$ cat config.mk
export PLATFORM = sky130hd
export DESIGN_NAME = multi_btn_conditioner
export DESIGN_NICKNAME = d
export VERILOG_FILES = /design/src/rtl/btn_pkg.sv /design/src/rtl/btn_chan.sv /design/src/rtl/multi_btn_conditioner.sv
export SDC_FILE = /design/constraint.sdc
export NUM_CORES = 1
export LEC_CHECK = 0
export ABC_AREA = 1
export CORE_UTILIZATION = 56
export DETAILED_ROUTE_END_ITERATION = 6
export GPL_TIMING_DRIVEN = 0
export PLACE_DENSITY_LB_ADDON = 0.08
export SETUP_SLACK_MARGIN = 0.15
export SYNTH_ARGS = -nofsm -noshare
export SYNTH_HDL_FRONTEND = slang
export SYNTH_SLANG_ARGS = --single-unit
$ cat constraint.sdc
create_clock -name clk -period 2 [get_ports clk]
set_input_delay 0.2 -clock clk [delete_from_list [all_inputs] [get_ports clk]]
set_output_delay 0.2 -clock clk [all_outputs]
set_load 0.02 [all_outputs]
$ cat src/rtl/btn_pkg.sv
// Shared constants and types for the multi-channel button conditioner.
// Long-press support is enabled by defining MULTI_BTN_LONG_PRESS_EN.
package btn_pkg;

    localparam int N_CH_DEF      = 5;
    localparam int DB_CYCLES_DEF = 16;
    localparam int LP_CYCLES_DEF = 1000;

    // Per-channel conditioned outputs (long-press pulse travels separately)
    typedef struct packed {
        logic level;
        logic rise;
        logic fall;
        logic toggle;
    } chan_out_t;

    // Width of a counter that must hold values 0..n
    function automatic int cnt_width(input int n);
        return (n < 1) ? 1 : $clog2(n + 1);
    endfunction

endpackage

$ cat src/rtl/btn_chan.sv
// One button channel: synchroniser, debounce, edge pulses, toggle, and
// an optional long-press hold counter (MULTI_BTN_LONG_PRESS_EN).
module btn_chan
    import btn_pkg::*;
#(
    parameter int DB_CYCLES = DB_CYCLES_DEF,
    parameter int LP_CYCLES = LP_CYCLES_DEF
) (
    input  logic      clk,
    input  logic      reset,
    input  logic      sample_en,
    input  logic      btn,
`ifdef MULTI_BTN_LONG_PRESS_EN
    output logic      long_press,
`endif
    output chan_out_t q
);

    localparam int             DW      = cnt_width(DB_CYCLES);
    localparam logic [DW-1:0]  DB_LAST = DW'(DB_CYCLES - 1);

    logic          sync_a;
    logic          sync_b;
    logic [DW-1:0] db_cnt;
    logic          level;
    logic          rise;
    logic          fall;
    logic          toggle;
    logic          accept;

    // Last qualified sample of a level change
    assign accept = sample_en && (sync_b != level) && (db_cnt == DB_LAST);

    always_ff @(posedge clk or posedge reset) begin
        if (reset) begin
            sync_a <= 1'b0;
            sync_b <= 1'b0;
            db_cnt <= '0;
            level  <= 1'b0;
            rise   <= 1'b0;
            fall   <= 1'b0;
            toggle <= 1'b0;
        end else begin
            sync_a <= btn;
            sync_b <= sync_a;
            rise   <= accept & sync_b;
            fall   <= accept & ~sync_b;
            if (sync_b == level) begin
                db_cnt <= '0;
            end else if (sample_en) begin
                if (db_cnt == DB_LAST) begin
                    level  <= sync_b;
                    db_cnt <= '0;
                end else begin
                    db_cnt <= db_cnt + DW'(1);
                end
            end
            if (accept & sync_b) begin
                toggle <= ~toggle;
            end
        end
    end

    assign q.level  = level;
    assign q.rise   = rise;
    assign q.fall   = fall;
    assign q.toggle = toggle;

`ifdef MULTI_BTN_LONG_PRESS_EN
    localparam int            LW      = cnt_width(LP_CYCLES);
    localparam logic [LW-1:0] LP_MAX  = LW'(LP_CYCLES);
    localparam logic [LW-1:0] LP_LAST = LW'(LP_CYCLES - 1);

    logic [LW-1:0] hold_cnt;
    logic          long_q;

    // Saturates at LP_MAX so the pulse fires once per press
    always_ff @(posedge clk or posedge reset) begin
        if (reset) begin
            hold_cnt <= '0;
            long_q   <= 1'b0;
        end else begin
            long_q <= 1'b0;
            if (!level) begin
                hold_cnt <= '0;
            end else if (sample_en && (hold_cnt != LP_MAX)) begin
                hold_cnt <= hold_cnt + LW'(1);
                long_q   <= (hold_cnt == LP_LAST);
            end
        end
    end

    assign long_press = long_q;
`endif

endmodule

$ cat src/rtl/multi_btn_conditioner.sv
// N_CH independent button conditioners; btn_long exists only when
// MULTI_BTN_LONG_PRESS_EN is defined.
module multi_btn_conditioner
    import btn_pkg::*;
#(
    parameter int N_CH      = N_CH_DEF,
    parameter int DB_CYCLES = DB_CYCLES_DEF,
    parameter int LP_CYCLES = LP_CYCLES_DEF
) (
    input  logic            clk,
    input  logic            reset,
    input  logic            sample_en,
    input  logic [N_CH-1:0] btn_in,
`ifdef MULTI_BTN_LONG_PRESS_EN
    output logic [N_CH-1:0] btn_long,
`endif
    output logic [N_CH-1:0] btn_level,
    output logic [N_CH-1:0] btn_rise,
    output logic [N_CH-1:0] btn_fall,
    output logic [N_CH-1:0] btn_toggle
);

    chan_out_t chan_q [N_CH];

    for (genvar i = 0; i < N_CH; i++) begin : g_chan
        btn_chan #(
            .DB_CYCLES (DB_CYCLES),
            .LP_CYCLES (LP_CYCLES)
        ) u_chan (
            .clk        (clk),
            .reset      (reset),
            .sample_en  (sample_en),
            .btn        (btn_in[i]),
`ifdef MULTI_BTN_LONG_PRESS_EN
            .long_press (btn_long[i]),
`endif
            .q          (chan_q[i])
        );

        assign btn_level[i]  = chan_q[i].level;
        assign btn_rise[i]   = chan_q[i].rise;
        assign btn_fall[i]   = chan_q[i].fall;
        assign btn_toggle[i] = chan_q[i].toggle;
    end

endmodule

==> tab_implementation.tex, run 1 <==
\begin{tabular}{lr}
\hline
Metric & Value \\
\hline
\multicolumn{2}{l}{\textbf{Status}} \\
Status & completed \\
\multicolumn{2}{l}{\textbf{Detailed routing}} \\
Number of vias in the routed layout & 1820 \\
Length of the first detailed-routing pass in iterations & 4 \\
Routed WL & 3960 um \\
DRC viols & 0 \\
Routed via count divided by cell count & 4.91 \\
Antenna-violating nets left & 0 \\
Initial drt markers & 93 \\
Wire length per cell after detailed routing & 10.7 um \\
\multicolumn{2}{l}{\textbf{Die}} \\
Core Region & 4380 sq um \\
Row cnt & 24 \\
Starting Density & 58.6\% \\
Die area & 4860 sq um \\
Vert. Die Dim & 69.7 um \\
Horizontal die dimension & 69.7 um \\
Number of placed I/O pins & 28 \\
\multicolumn{2}{l}{\textbf{Worst hold path}} \\
Kind of path behind the tightest hold check & in2async \\
\multicolumn{2}{l}{\textbf{Critical path}} \\
Worst setup path category & reg2out \\
R2r startpoint & g\_chan[4].u\_chan.db\_cnt[0] \\
Arrival time at the worst endpoint & 1390 ps \\
Launching instance or port of the critical path & g\_chan[4].u\_chan.level \\
CP Capture Type & primary output \\
Worst Path Required & 1800 ps \\
CP Max Fanout & 3 \\
Kind of start point of the critical path & flop \\
\multicolumn{2}{l}{\textbf{Final layout}} \\
Post-Route Utilization & 69.6\% \\
Synthesis-to-finish area growth & 18.7\% \\
Final Instance Count excl. Fillers & 371 \\
ANT cells & 0 \\
Net count of the finished layout & 331 \\
Fraction of final layout cells sized beyond drive strength 1 & 17.2\% \\
\multicolumn{2}{l}{\textbf{Logic synthesis}} \\
Number of unique standard cell types used by synthesis & 24 \\
Leading post-synthesis cells by instance count & sky130\_fd\_sc\_hd\_\_nand2\_1 (70), sky130\_fd\_sc\_hd\_\_dfrtp\_1 (55), sky130\_fd\_sc\_hd\_\_inv\_1 (35), sky130\_fd\_sc\_hd\_\_buf\_4 (20), sky130\_fd\_sc\_hd\_\_nor2\_1 (20) \\
Number of warnings printed during yosys synthesis & 0 \\
Synthesized netlist net count & 297 \\
Yosys reg bits & 55 \\
Number of enable-type register cells in the synthesized netlist & 0 \\
Area contributors post-synth & sky130\_fd\_sc\_hd\_\_dfrtp\_1 (54\%), sky130\_fd\_sc\_hd\_\_nand2\_1 (10\%), sky130\_fd\_sc\_hd\_\_buf\_4 (5.8\%) \\
Fraction of synthesis flops using an asynchronous set or reset pin & 100\% \\
Most frequent cell after synthesis & sky130\_fd\_sc\_hd\_\_nand2\_1 \\
Syn Inst Count & 284 \\
Fraction of synthesized cell area taken by the top area cell type & 53.6\% \\
Cell area after synthesis & 2570 sq um \\
Primary FF master, synth & sky130\_fd\_sc\_hd\_\_dfrtp\_1 \\
Register area share after synthesis & 53.6\% \\
Average cell area after synthesis & 9.05 sq um \\
Cell accounting for the most synthesized area & sky130\_fd\_sc\_hd\_\_dfrtp\_1 \\
\multicolumn{2}{l}{\textbf{GRT}} \\
Vias in the first global route & 1674 \\
Maximum number of pins on one net before global-route repair & 43 \\
Antenna violations before repair & 0 \\
Remaining Overflow, GRT & 0 \\
Global routing usage summed across all routing layers & 18.1\% \\
First-pass GRT wire length & 6960 um \\
\multicolumn{2}{l}{\textbf{Pwr}} \\
Share of total power in combinational logic & 5.8\% \\
Switching pwr & 0.000455 W \\
Pwr Total & 0.00214 W \\
Clock group share of total power & 39.8\% \\
Worst supply voltage drop on vdd & 540 uV \\
Switching share of power & 21.3\% \\
Pwr dens & 701 nW/um\^{}2 \\
Reported leakage power & 1.54 nW \\
Internal power & 0.00168 W \\
Share of power burned in registers & 54.4\% \\
\multicolumn{2}{l}{\textbf{STA}} \\
Tightest Pin Transition & 304 ps \\
Final hold viol count & 0 \\
Finish-stage setup viols & 0 \\
Final period util & 79.3\% \\
Top achievable clock speed & 630 MHz \\
Setup repair after global routing missed its margin & false \\
Post-route minimum period & 1590 ps \\
Max-slew violations & 0 \\
Relative max-transition margin & 79.7\% \\
Worst clock skew & 9.37 ps \\
\multicolumn{2}{l}{\textbf{Clocking}} \\
Clock-pin slew on the worst setup and hold paths & 100 ps \\
Maximum buffer depth of the clock tree & 2 \\
Count of buffers added by post-CTS timing repair for setup & 0 \\
TritonCTS Sinks & 55 \\
CTS Root Cell & sky130\_fd\_sc\_hd\_\_clkbuf\_8 \\
Clock buffers created by TritonCTS & 5 \\
Skew-Pair Late Insertion Delay & 310 ps \\
CTS tree & built \\
Hold-fix buffers at CTS & 0 \\
CTS-repair resized insts & 0 \\
Maximum level of the CTS H-tree & 2 \\
\multicolumn{2}{l}{\textbf{Placement}} \\
Final weighted congestion in routability-driven placement & 0.812 \\
Placed Cells incl. Taps & 363 \\
HPWL after detailed placement & 2840 um \\
Number of buffer cells added on primary ports & 26 \\
\multicolumn{2}{l}{\textbf{Job}} \\
Max-Cap Viols & 0 \\
\hline
\end{tabular}
sequential cells by signal, summed over array words and instances, names as in the netlist:
register,flops
g_chan.u_chan.db_cnt,25
g_chan.u_chan.fall,5
g_chan.u_chan.level,5
g_chan.u_chan.rise,5
g_chan.u_chan.sync_a,5
g_chan.u_chan.sync_b,5
g_chan.u_chan.toggle,5
metrics by stage:
stage | setup slack [ps] | hold slack, ps | instance area [sq um] | setup TNS [ps]
final | 414 | 146 | 3050 | 0
after global routing | 342 | 182 | 3050 | 0
after CTS | 388 | 153 | 3050 | 0
after detailed placement | 745 | 337 | 2920 | 0
after global placement | -483 | 333 | 2900 | -26400
after floorplan | 457 | 231 | 2570 | 0
cell families after synthesis:
| logic type | synth area share, % |
|---|---|
| buffers and inverters | 12.6 |
| and+or+nand+nor | 25.4 |
| DFF | 53.6 |
| AOI/OAI and AO/OA | 4.33 |
| adders and majority gates | 2.43 |
| xor gates and xnor gates | 1.70 |
path summary, 6_finish.rpt:
kind	cells past startpoint	end	slack (ps)
max in group asynchronous	3	g_chan[0].u_chan.db_cnt[4]	1350
min in group clk	3	g_chan[2].u_chan.fall	190
min reg2reg	0	g_chan[4].u_chan.sync_b	350
max reg2reg	4	g_chan[4].u_chan.level	730
min	2	g_chan[4].u_chan.sync_b	150
max	2	btn_level[4]	410
layout by cell type (no fill, tap or decap), types with 5 or more instances in the layout:
master	Yosys	layout
sky130_fd_sc_hd__nand3_1	17	17
sky130_fd_sc_hd__inv_1	35	34
sky130_fd_sc_hd__nand2_2	6	6
sky130_fd_sc_hd__dfrtp_1	55	55
sky130_fd_sc_hd__nand4_1	10	10
sky130_fd_sc_hd__o21ai_0	6	6
sky130_fd_sc_hd__clkdlybuf4s50_1	0	26
sky130_fd_sc_hd__nand2_1	70	70
sky130_fd_sc_hd__nor2_2	6	6
sky130_fd_sc_hd__nor2_1	20	20
sky130_fd_sc_hd__ha_1	5	5
sky130_fd_sc_hd__a21oi_1	5	5
sky130_fd_sc_hd__clkbuf_8	0	5
sky130_fd_sc_hd__buf_4	20	20
sky130_fd_sc_hd__nor3_1	6	6
per-layer routing:
metal | wire [um] | GRT usage (%) | vias to the layer above
met5 | 0 | 0 | -
met4 | 15 | 8.00 | 0
met3 | 88 | 3.49 | 2
met2 | 1920 | 27.4 | 22
met1 | 1940 | 25.4 | 854
li1 | - | - | 942
power by group through the flow:
stage	Combinational (W)	Sequential [W]	Clock, W
floorplan	0.0000887	0.00118	0
global placement	0.000118	0.00118	0
detailed placement	0.000127	0.00119	0
CTS	0.000127	0.00116	0.000880
global route	0.000145	0.00117	0.000915
finish	0.000124	0.00116	0.000853
critical path: stages (launching register included):
cell and delay [ps]:
sky130_fd_sc_hd__dfrtp_1 390, sky130_fd_sc_hd__buf_4 110, sky130_fd_sc_hd__clkdlybuf4s50_1 580
layout make-up:
class                   count  area [sq um]
flip-flops and latches     55          1380
clock inverters             3          67.6
clock buffers               5          68.8
plain buffers              23           188
multi-input cells         170           871
fillers                   343          1330
inverters                  36           135
repair buffers             27           280
well taps                  52          65.1
Power figures use the tool's default switching activity.
==> inputs of run 2 (changes only) <==
Clock period 2 ns to 1.48 ns, I/O delays scaled along.
==> tab_implementation.tex, run 2 (synthesis results as in run 1) <==
\begin{tabular}{lr}
\hline
Metric & Value \\
\hline
\multicolumn{2}{l}{\textbf{Pwr}} \\
Pwr dens & 847 nW/um\^{}2 (was 701 nW/um\^{}2) \\
Reported leakage power & 1.60 nW (was 1.54 nW) \\
Worst supply voltage drop on vdd & 541 uV (was 540 uV) \\
Pwr Total & 0.00257 W (was 0.00214 W) \\
\multicolumn{2}{l}{\textbf{Critical path}} \\
Worst setup path category & reg2out (unchanged) \\
CP Max Fanout & 2 (was 3) \\
Worst stage delay on the critical path & 390 ps (was 580 ps) \\
Standard cell with the maximum stage delay on the critical path & sky130\_fd\_sc\_hd\_\_dfrtp\_1 (was sky130\_fd\_sc\_hd\_\_clkdlybuf4s50\_1) \\
Worst Path Required & 1330 ps (was 1800 ps) \\
Cell-by-cell trace of the critical path & buf\_4, dlygate4sd2\_1 (was buf\_4, clkdlybuf4s50\_1) \\
Kind of start point of the critical path & flop (unchanged) \\
CP Capture Type & primary output (unchanged) \\
Arrival time at the worst endpoint & 1140 ps (was 1390 ps) \\
\multicolumn{2}{l}{\textbf{Detailed routing}} \\
Routed via count divided by cell count & 4.90 (was 4.91) \\
Routed WL & 4000 um (was 3960 um) \\
Length of the first detailed-routing pass in iterations & 4 (unchanged) \\
Wire length per cell after detailed routing & 10.6 um (was 10.7 um) \\
DR WL met3 & 129 um (was 88 um) \\
WL met1 & 2000 um (was 1940 um) \\
Number of vias in the routed layout & 1847 (was 1820) \\
Routed length on met2 & 1800 um (was 1920 um) \\
Initial drt markers & 124 (was 93) \\
DRC viols & 0 (unchanged) \\
Max layer used & met4 (unchanged) \\
Antenna-violating nets left & 0 (unchanged) \\
\multicolumn{2}{l}{\textbf{STA}} \\
Setup repair after global routing missed its margin & true (was false) \\
Tightest Pin Transition & 1130 ps (was 304 ps) \\
Post-route minimum period & 1290 ps \\
Final period util & 87.0\% \\
Worst clock skew & 14.2 ps (was 9.37 ps) \\
Max-slew violations & 0 (unchanged) \\
Top achievable clock speed & 776 MHz \\
Setup TNS & 0 ps (unchanged) \\
Finish-stage setup viols & 0 (unchanged) \\
Relative max-transition margin & 24.2\% (was 79.7\%) \\
Final hold viol count & 0 (unchanged) \\
\multicolumn{2}{l}{\textbf{Clocking}} \\
CTS tree & built (unchanged) \\
Clock buffers created by TritonCTS & 5 (unchanged) \\
Maximum buffer depth of the clock tree & 2 (unchanged) \\
Clock-pin slew on the worst setup and hold paths & 100 ps (about the same) \\
Skew-Pair Late Insertion Delay & 310 ps (about the same) \\
TritonCTS Sinks & 55 (unchanged) \\
CTS Root Cell & sky130\_fd\_sc\_hd\_\_clkbuf\_8 (unchanged) \\
Maximum level of the CTS H-tree & 2 (unchanged) \\
Hold-fix buffers at CTS & 0 (unchanged) \\
\multicolumn{2}{l}{\textbf{GRT}} \\
Global routing usage summed across all routing layers & 18.1\% (about the same) \\
Vias in the first global route & 1613 (was 1674) \\
Remaining Overflow, GRT & 0 (unchanged) \\
First-pass GRT wire length & 6960 um (about the same) \\
Antenna violations before repair & 0 (unchanged) \\
Maximum number of pins on one net before global-route repair & 56 (was 43) \\
\multicolumn{2}{l}{\textbf{Die}} \\
Number of placed I/O pins & 28 (unchanged) \\
Starting Density & 58.6\% (unchanged) \\
Core Region & 4380 sq um (unchanged) \\
Die area & 4860 sq um (unchanged) \\
Row cnt & 24 (unchanged) \\
Vert. Die Dim & 69.7 um (unchanged) \\
Horizontal die dimension & 69.7 um (unchanged) \\
\multicolumn{2}{l}{\textbf{Worst hold path}} \\
Kind of path behind the tightest hold check & in2reg (was in2async) \\
\multicolumn{2}{l}{\textbf{Final layout}} \\
Most used cells in the layout excluding fill and tap cells & sky130\_fd\_sc\_hd\_\_nand2\_1 (70), sky130\_fd\_sc\_hd\_\_dfrtp\_1 (55), sky130\_fd\_sc\_hd\_\_inv\_1 (34) (unchanged) \\
Number of flip-flops under the largest register name & 25 (unchanged) \\
Largest register by flop count & g\_chan.u\_chan.db\_cnt (unchanged) \\
ANT cells & 0 (unchanged) \\
Net count of the finished layout & 337 (was 331) \\
Fraction of final layout cells sized beyond drive strength 1 & 19.4\% (was 17.2\%) \\
Post-Route Utilization & 69.3\% (was 69.6\%) \\
Commonest non-fill, non-tap cell in the layout & sky130\_fd\_sc\_hd\_\_nand2\_1 (unchanged) \\
Synthesis-to-finish area growth & 18.2\% (was 18.7\%) \\
\multicolumn{2}{l}{\textbf{Placement}} \\
HPWL after detailed placement & 2750 um (was 2840 um) \\
Number of buffer cells added on primary ports & 26 (unchanged) \\
Final weighted congestion in routability-driven placement & 0.798 (was 0.812) \\
\multicolumn{2}{l}{\textbf{Job}} \\
Max-Cap Viols & 0 (unchanged) \\
\multicolumn{2}{l}{\textbf{Status}} \\
Status & completed (unchanged) \\
\hline
\end{tabular}
[run 2: changes by cell type in the layout (fill, tap and decap cells not counted), moves of 2 or more]
cell / previous run / this run
sky130_fd_sc_hd__clkdlybuf4s15_1: 0 / 4
sky130_fd_sc_hd__dlygate4sd2_1: 0 / 16
sky130_fd_sc_hd__buf_4: 20 / 27
sky130_fd_sc_hd__clkdlybuf4s50_1: 26 / 6
sky130_fd_sc_hd__bufinv_16: 2 / 0
[run 2: worst paths after layout]
path / from / to / slack [ps] / depth (start not counted)
worst max-delay path: g_chan[0].u_chan.toggle / btn_toggle[0] / 190 / 2
worst min-delay path: sample_en / g_chan[1].u_chan.fall / 140 / 3
worst max register to register: g_chan[3].u_chan.db_cnt[0] / g_chan[3].u_chan.toggle / 250 / 6
worst min register to register: g_chan[4].u_chan.sync_a / g_chan[4].u_chan.sync_b / 360 / 0
max in group asynchronous: reset / g_chan[2].u_chan.rise / 430 / 2
min in group asynchronous: reset / g_chan[0].u_chan.db_cnt[1] / 440 / 2
[run 2: area by class of cell]
class,count,area [sq um]
flip-flops and latches,55,1380
plain buffers,23,188
inverters,36,139
multi-input cells,170,886
well taps,52,65.1
clock buffers,5,68.8
fillers,353,1350
clock inverters,3,22.5
repair buffers,33,293
[run 2: what timing repair did]
action | in CTS | in global routing
endpoints found under the hold margin | 0 | 0
gates resized for setup | 20 | 7
pin swaps | 0 | 2
setup endpoints to repair | 20 | 13
setup buffers | 0 | 7
cloned | 0 | 0
[run 2: critical path, delay by kind of cell (launching register included)]
family                 cells  cell delay (ps)
buffers and inverters      2              440
DFF                        1              390
[run 2: report_power, final]
group | internal (W) | switching, W | total, W
clock network | 0.000340 | 0.000494 | 0.000833
logic | 0.0000629 | 0.000103 | 0.000166
registers | 0.00154 | 0.0000352 | 0.00157
[run 2: layer usage]
| layer | vias up | GRT usage (%) |
|---|---|---|
| li1 | 958 | - |
| met1 | 848 | 25.1 |
| met2 | 34 | 27.6 |
| met3 | 7 | 4.36 |
| met4 | 0 | 7.56 |
| met5 | - | 0 |
[run 2: per-stage QoR]
step / std cells / worst slack (ps) / hold slack [ps] / instance area, sq um
2_1_floorplan: 284 / 379 / 179 / 2570
6_report: 377 / 192 / 141 / 3040
3_5_place_dp: 362 / 7.58 / 335 / 2900
3_3_place_gp: 362 / 20.9 / 333 / 2900
4_1_cts: 370 / 144 / 130 / 2970
5_1_grt: 377 / 127 / 149 / 3040
